===== src/rtl/nbit_mux_nto1_reg_if.sv =====
// nbit_mux_nto1_reg_if: bus bundle for the registered N-to-1 mux.
// Carries the per-channel input handshake, the output handshake and the
// selection/status signals. The mux takes the slave view and its
// producers/consumer the master view.
interface nbit_mux_nto1_reg_if #(
    parameter int unsigned WIDTH    = 16,
    parameter int unsigned CHANNELS = 4
);
    localparam int unsigned SEL_W = (CHANNELS > 2) ? $clog2(CHANNELS) : 1;

    logic [CHANNELS*WIDTH-1:0] in_data;
    logic [CHANNELS-1:0]       in_valid;
    logic [CHANNELS-1:0]       in_ready;
    logic [SEL_W-1:0]          sel;
    logic                      sel_load;
    logic [WIDTH-1:0]          out_data;
    logic                      out_valid;
    logic                      out_ready;
    logic [SEL_W-1:0]          cur_sel;
    logic                      sel_err;

    modport slave (
        input  in_data, in_valid, sel, sel_load, out_ready,
        output in_ready, out_data, out_valid, cur_sel, sel_err
    );

    modport master (
        output in_data, in_valid, sel, sel_load, out_ready,
        input  in_ready, out_data, out_valid, cur_sel, sel_err
    );
endinterface


===== src/rtl/nbit_mux_nto1_reg.sv =====
// nbit_mux_nto1_reg: CHANNELS-way, WIDTH-bit multiplexer with a single
// registered output stage and valid/ready handshaking on every port.
// Build option: define MUX_RR_ARB_EN for round-robin arbitration; otherwise
// the channel is chosen by an externally loaded selection register.
module nbit_mux_nto1_reg #(
    parameter int unsigned WIDTH    = 16,
    parameter int unsigned CHANNELS = 4
) (
    input  logic                clk,
    input  logic                rst,
    nbit_mux_nto1_reg_if.slave  bus
);
    localparam int unsigned SEL_W = (CHANNELS > 2) ? $clog2(CHANNELS) : 1;

    logic [SEL_W-1:0] cur_sel_q, cur_sel_d;
    logic [WIDTH-1:0] out_data_q, out_data_d;
    logic             out_valid_q, out_valid_d;
    logic             sel_err_q, sel_err_d;

    logic [SEL_W-1:0] grant;
    logic             grant_vld;
    logic [WIDTH-1:0] grant_data;
    logic             can_accept;
    logic             xfer;

`ifdef MUX_RR_ARB_EN
    // Round-robin grant: first requester scanning up from the last granted channel.
    always_comb begin
        int unsigned idx;
        idx       = 0;
        grant     = cur_sel_q;
        grant_vld = 1'b0;
        for (int unsigned k = 1; k <= CHANNELS; k++) begin
            idx = (32'(cur_sel_q) + k) % CHANNELS;
            if (!grant_vld && bus.in_valid[idx]) begin
                grant     = SEL_W'(idx);
                grant_vld = 1'b1;
            end
        end
    end
`else
    // External grant: the selection register always names a legal channel.
    always_comb begin
        grant     = cur_sel_q;
        grant_vld = 1'b1;
    end
`endif

    // Route the granted channel's word and drive the per-channel accepts.
    always_comb begin
        can_accept = !out_valid_q || bus.out_ready;
        grant_data = '0;
        bus.in_ready = '0;
        for (int unsigned i = 0; i < CHANNELS; i++) begin
            if (grant == SEL_W'(i)) begin
                grant_data = bus.in_data[i*WIDTH +: WIDTH];
                bus.in_ready[i] = !rst && can_accept && grant_vld;
            end
        end
        xfer = |(bus.in_valid & bus.in_ready);
    end

    // Next state of the output stage, the selection register and the error flag.
    always_comb begin
        out_data_d  = out_data_q;
        out_valid_d = out_valid_q;
        cur_sel_d   = cur_sel_q;
        sel_err_d   = 1'b0;

        if (xfer) begin
            out_data_d  = grant_data;
            out_valid_d = 1'b1;
        end else if (out_valid_q && bus.out_ready) begin
            out_valid_d = 1'b0;
        end

`ifdef MUX_RR_ARB_EN
        if (xfer) begin
            cur_sel_d = grant;
        end
`else
        // The transfer above already used the old selection; a load only
        // affects the following cycle.
        if (bus.sel_load) begin
            if (32'(bus.sel) < CHANNELS) begin
                cur_sel_d = bus.sel;
            end else begin
                sel_err_d = 1'b1;
            end
        end
`endif
    end

    // State registers, cleared asynchronously.
    always_ff @(posedge clk or posedge rst) begin
        if (rst) begin
            out_data_q  <= '0;
            out_valid_q <= 1'b0;
            cur_sel_q   <= '0;
            sel_err_q   <= 1'b0;
        end else begin
            out_data_q  <= out_data_d;
            out_valid_q <= out_valid_d;
            cur_sel_q   <= cur_sel_d;
            sel_err_q   <= sel_err_d;
        end
    end

    assign bus.out_data  = out_data_q;
    assign bus.out_valid = out_valid_q;
    assign bus.cur_sel   = cur_sel_q;
    assign bus.sel_err   = sel_err_q;
endmodule


===== src/flat_wrapper.sv =====
// flat-port wrapper written by rule: the top's interface ports become plain ports
module nbit_mux_nto1_reg_flat 
#(
    parameter int unsigned WIDTH    = 16,
    parameter int unsigned CHANNELS = 4
)
  (clk, rst, bus_in_data, bus_in_valid, bus_sel, bus_sel_load, bus_out_ready, bus_in_ready, bus_out_data, bus_out_valid, bus_cur_sel, bus_sel_err);
  nbit_mux_nto1_reg_if #(.WIDTH(WIDTH), .CHANNELS(CHANNELS)) bus_i ();
  input  logic clk;
  input  logic rst;
  input wire logic [$bits(bus_i.in_data)-1:0] bus_in_data;
  input wire logic [$bits(bus_i.in_valid)-1:0] bus_in_valid;
  input wire logic [$bits(bus_i.sel)-1:0] bus_sel;
  input wire logic [$bits(bus_i.sel_load)-1:0] bus_sel_load;
  input wire logic [$bits(bus_i.out_ready)-1:0] bus_out_ready;
  output wire logic [$bits(bus_i.in_ready)-1:0] bus_in_ready;
  output wire logic [$bits(bus_i.out_data)-1:0] bus_out_data;
  output wire logic [$bits(bus_i.out_valid)-1:0] bus_out_valid;
  output wire logic [$bits(bus_i.cur_sel)-1:0] bus_cur_sel;
  output wire logic [$bits(bus_i.sel_err)-1:0] bus_sel_err;
  assign bus_i.in_data = bus_in_data;
  assign bus_i.in_valid = bus_in_valid;
  assign bus_i.sel = bus_sel;
  assign bus_i.sel_load = bus_sel_load;
  assign bus_i.out_ready = bus_out_ready;
  assign bus_in_ready = bus_i.in_ready;
  assign bus_out_data = bus_i.out_data;
  assign bus_out_valid = bus_i.out_valid;
  assign bus_cur_sel = bus_i.cur_sel;
  assign bus_sel_err = bus_i.sel_err;
  nbit_mux_nto1_reg #(.WIDTH(WIDTH), .CHANNELS(CHANNELS)) u_core (.clk(clk), .rst(rst), .bus(bus_i));
endmodule

===== config.mk =====
export PLATFORM = sky130hd
export DESIGN_NAME = nbit_mux_nto1_reg_flat
export DESIGN_NICKNAME = d
export VERILOG_FILES = /design/src/rtl/nbit_mux_nto1_reg_if.sv /design/src/rtl/nbit_mux_nto1_reg.sv /design/src/flat_wrapper.sv
export SDC_FILE = /design/constraint.sdc
export NUM_CORES = 1
export LEC_CHECK = 0
export BUFFER_PORTS_ARGS = -buffer_cell sky130_fd_sc_hd__buf_2
export CELL_PAD_IN_SITES_DETAIL_PLACEMENT = 0
export CELL_PAD_IN_SITES_GLOBAL_PLACEMENT = 1
export CORE_AREA = 2 2 52 102
export DETAILED_ROUTE_END_ITERATION = 6
export DIE_AREA = 0 0 54 104
export PLACE_DENSITY = 0.78
export SETUP_SLACK_MARGIN = 0.1
export SYNTH_ARGS = -nofsm -noshare
export SYNTH_HDL_FRONTEND = slang
export SYNTH_SLANG_ARGS = --single-unit

===== constraint.sdc =====
create_clock -name clk -period 1.7 [get_ports clk]
set_input_delay 0.17 -clock clk [delete_from_list [all_inputs] [get_ports clk]]
set_output_delay 0.17 -clock clk [all_outputs]
set_load 0.005 [all_outputs]

==> impl_metrics.py <==
metrics = {
    "layout": {
        "seqCellArea_um2": 475,
        "syn2layout_area_growth_pct": 55.8,
        "final_nets": 249,
        "drive_gt1_share_pct": 82.2,
        "multiInputGateArea_um2": 704,
        "final_core_util_pct": 38.6,
        "insertedDiodeCount": 0,
        "num-fill-cells": 505,
    },
    "setup_path": {
        "end_kind": "register",
        "path_class": "register to register",
        "crit_arrival_ns": 1.76,
        "startpoint_type": "register",
        "max_stage_delay_ns": 0.54,
        "cp_num_buf_inv": 1,
        "crit_chain": "mux4_2 -> nand3_4 -> buf_4 -> mux2_4",
        "required_ns": 1.83,
        "cpMaxStageDelayCell": "mux4_2",
        "crit_path_max_fanout": 5,
        "path_delay_family": "multiplexers",
    },
    "synthesis": {
        "ys_seq_area_share_pct": 39.5,
        "synth_cell_types": 19,
        "synth_top_area_share_pct": 39.5,
        "synth.net_count": 144,
        "yosysTopAreaCell": "dfrtp_1",
        "ys_ff_latch": 19,
        "yosysWarnings": 0,
        "synth.cell_area_mm2": 0.00120,
        "synthTopCellsByArea": "dfrtp_1, mux4_2, mux2_4",
        "avgSynthCellArea_um2": 17.2,
        "syn_inst": 70,
    },
    "timing": {
        "finalCritPeriodShare_pct": 95.8,
        "finalClockSkew_ns": 0.00527,
        "period_needed_ns": 1.63,
        "rsz0062_at_grt": "true",
        "hold_ws_ns": 0.152,
        "tns_ns": 0,
        "setup_violations": 0,
        "hold_violations": 0,
        "slew_viol_final": 0,
        "timing.fmax_ghz": 0.614,
    },
    "flow_run": {
        "cap_viol_max_count": 0,
    },
    "global_routing": {
        "grt_pass1_vias": 1159,
        "grt_pass1_wl_mm": 5.29,
        "grt.total_usage_pct": 13.0,
        "grt_max_degree": 23,
        "antenna_found_initial": 0,
        "grt-ovfl-total": 0,
    },
    "clocking": {
        "cts_made_buffers": 3,
        "cts.clk_slew.worst_paths_ns": 0.07,
        "clk_latency_ns": 0.25,
        "cts_tree": "yes",
        "root_buffer": "clkbuf_8",
        "clock_path_buffers": 2,
        "htreeDepth": 1,
        "numClockSinks": 19,
    },
    "worst_hold_path": {
        "hold_path.class": "input pin to register",
    },
    "floorplanning": {
        "io_pins": 98,
        "num_rows": 36,
        "initial_core_util_pct": 24.7,
        "die_w_um": 54,
        "dieArea_mm2": 0.00562,
        "fp.dieH_um": 104,
        "core-area_mm2": 0.00486,
    },
    "power": {
        "clock_power_share_pct": 17.4,
        "seqPwrFrac_pct": 41.0,
        "powerDensity_mw_per_mm2": 924,
        "p_switching_uw": 486,
        "leakage_uw": 0.000946,
        "ir_worst_vdd_v": 0.000483,
        "intPower_uw": 1250,
        "p_comb_share_pct": 41.6,
        "power.share.switching_pct": 28.0,
    },
    "drt": {
        "drtIter0Drc": 8,
        "vias": 1089,
        "drt.antenna.violating_nets": 0,
        "route.detailed.drc": 0,
        "routed_via_density": 4.71,
        "dr.pass1.iters": 4,
        "wl_mm": 3.51,
        "wl_per_cell_um": 15.2,
    },
    "run_status": {
        "outcome": "complete, no violations",
    },
    "place": {
        "gp_congestion": 0.746,
        "port_buffers": 96,
        "dpl.hpwl_mm": 3.08,
    },
}
==> repair_timing <==
item                       CTS  global route
setup endpoints to repair   16            19
buffers inserted             1             0
resized for setup            0             3
hold endpoints to repair     9             0
hold buffers                 1             0
==> final timing paths <==
| path | slack (ns) | cells past startpoint | start | endpoint |
|---|---|---|---|---|
| setup / recovery | 0.07 | 4 | u_core.bus.cur_sel[0] | u_core.bus.out_data[3] |
| hold / removal | 0.15 | 2 | bus_sel[1] | u_core.bus.cur_sel[1] |
| setup reg to reg | 0.07 | 4 | u_core.bus.cur_sel[0] | u_core.bus.out_data[3] |
| hold reg to reg | 0.49 | 1 | u_core.bus.out_data[1] | u_core.bus.out_data[1] |
| max in group asynchronous | 0.83 | 4 | rst | u_core.bus.out_data[1] |
| min in group asynchronous | 0.44 | 3 | rst | u_core.bus.cur_sel[1] |
==> area by class of cell <==
cell class / count / share of cell area (%)
Multi-Input combinational cell: 44 / 37.6
Clock inverter: 1 / 0.267
Timing Repair Buffer: 106 / 30.6
Tap cell: 57 / 3.80
Clock buffer: 3 / 2.20
Sequential cell: 19 / 25.4
Inverter: 1 / 0.200
==> metrics by stage <==
step	setup slack (ns)	total power [µW]	cell area (µm²)	instances
floorplan	0.0145	1100	1210	70
finish	0.0721	1730	1880	231
CTS	0.0544	1750	1860	231
detailed placement	0.0389	1440	1790	225
global placement	0.0865	1430	1790	225
global route	0.0133	1830	1880	231
==> power by group through the flow <==
stage	combinational, µW	clock [µW]	sequential, µW
finish	721	301	711
global placement	703	0	725
detailed placement	722	0	723
CTS	728	310	716
global route	778	325	732
floorplan	380	0	717
==> logic make-up after synthesis <==
logic type	share of synthesized area [%]
buffers and inverters	3.22
DFF	39.5
muxes	51.5
other	0.312
and+or+nand+nor	5.51
==> registers in the layout, indices dropped and copies added, names as in the netlist <==
name,cells
u_core.bus.out_data,16
u_core.bus.out_valid,1
u_core.bus.cur_sel,2
==> worst register-to-register path, cell delays in order, from the launching register on <==
cell	delay, ns
dfrtp_1	0.39
mux4_2	0.54
nand3_4	0.12
buf_4	0.17
mux2_4	0.30
==> per-layer routing <==
layer	share of wire [%]	global-route usage, %	vias up
met1	30	12.4	538
met4	3.8	7.14	0
met3	8.6	2.16	10
li1	-	-	490
met5	0	0	-
met2	58	24.0	51
==> placed cells by master, fill, tap and decap left out <==
cell and instances:
buf_2 96, dfrtp_1 19, mux4_2 17, mux2_4 9, buf_4 7, mux2_2 5, mux2_1 4, clkbuf_8 3
inv_2 1, nand2b_1 1, nand3_4 1, nor2b_1 1, nor4b_4 1, nor4b_1 1, nor4_1 1, and4_1 1
nand2_1 1, conb_1 1, clkinv_2 1, dlygate4sd3_1 1, buf_12 1, buf_6 1
==> cells in the mapped netlist, drive strengths merged <==
cell	count
buf	4
dfrtp	19
nor4b	2
mux2	18
nand2b	1
inv	1
conb	1
mux4	17
nand3	1
nor2b	1
clkbuf	2
and4	1
nor4	1
nand2	1
(Power assumes the default switching activity.)
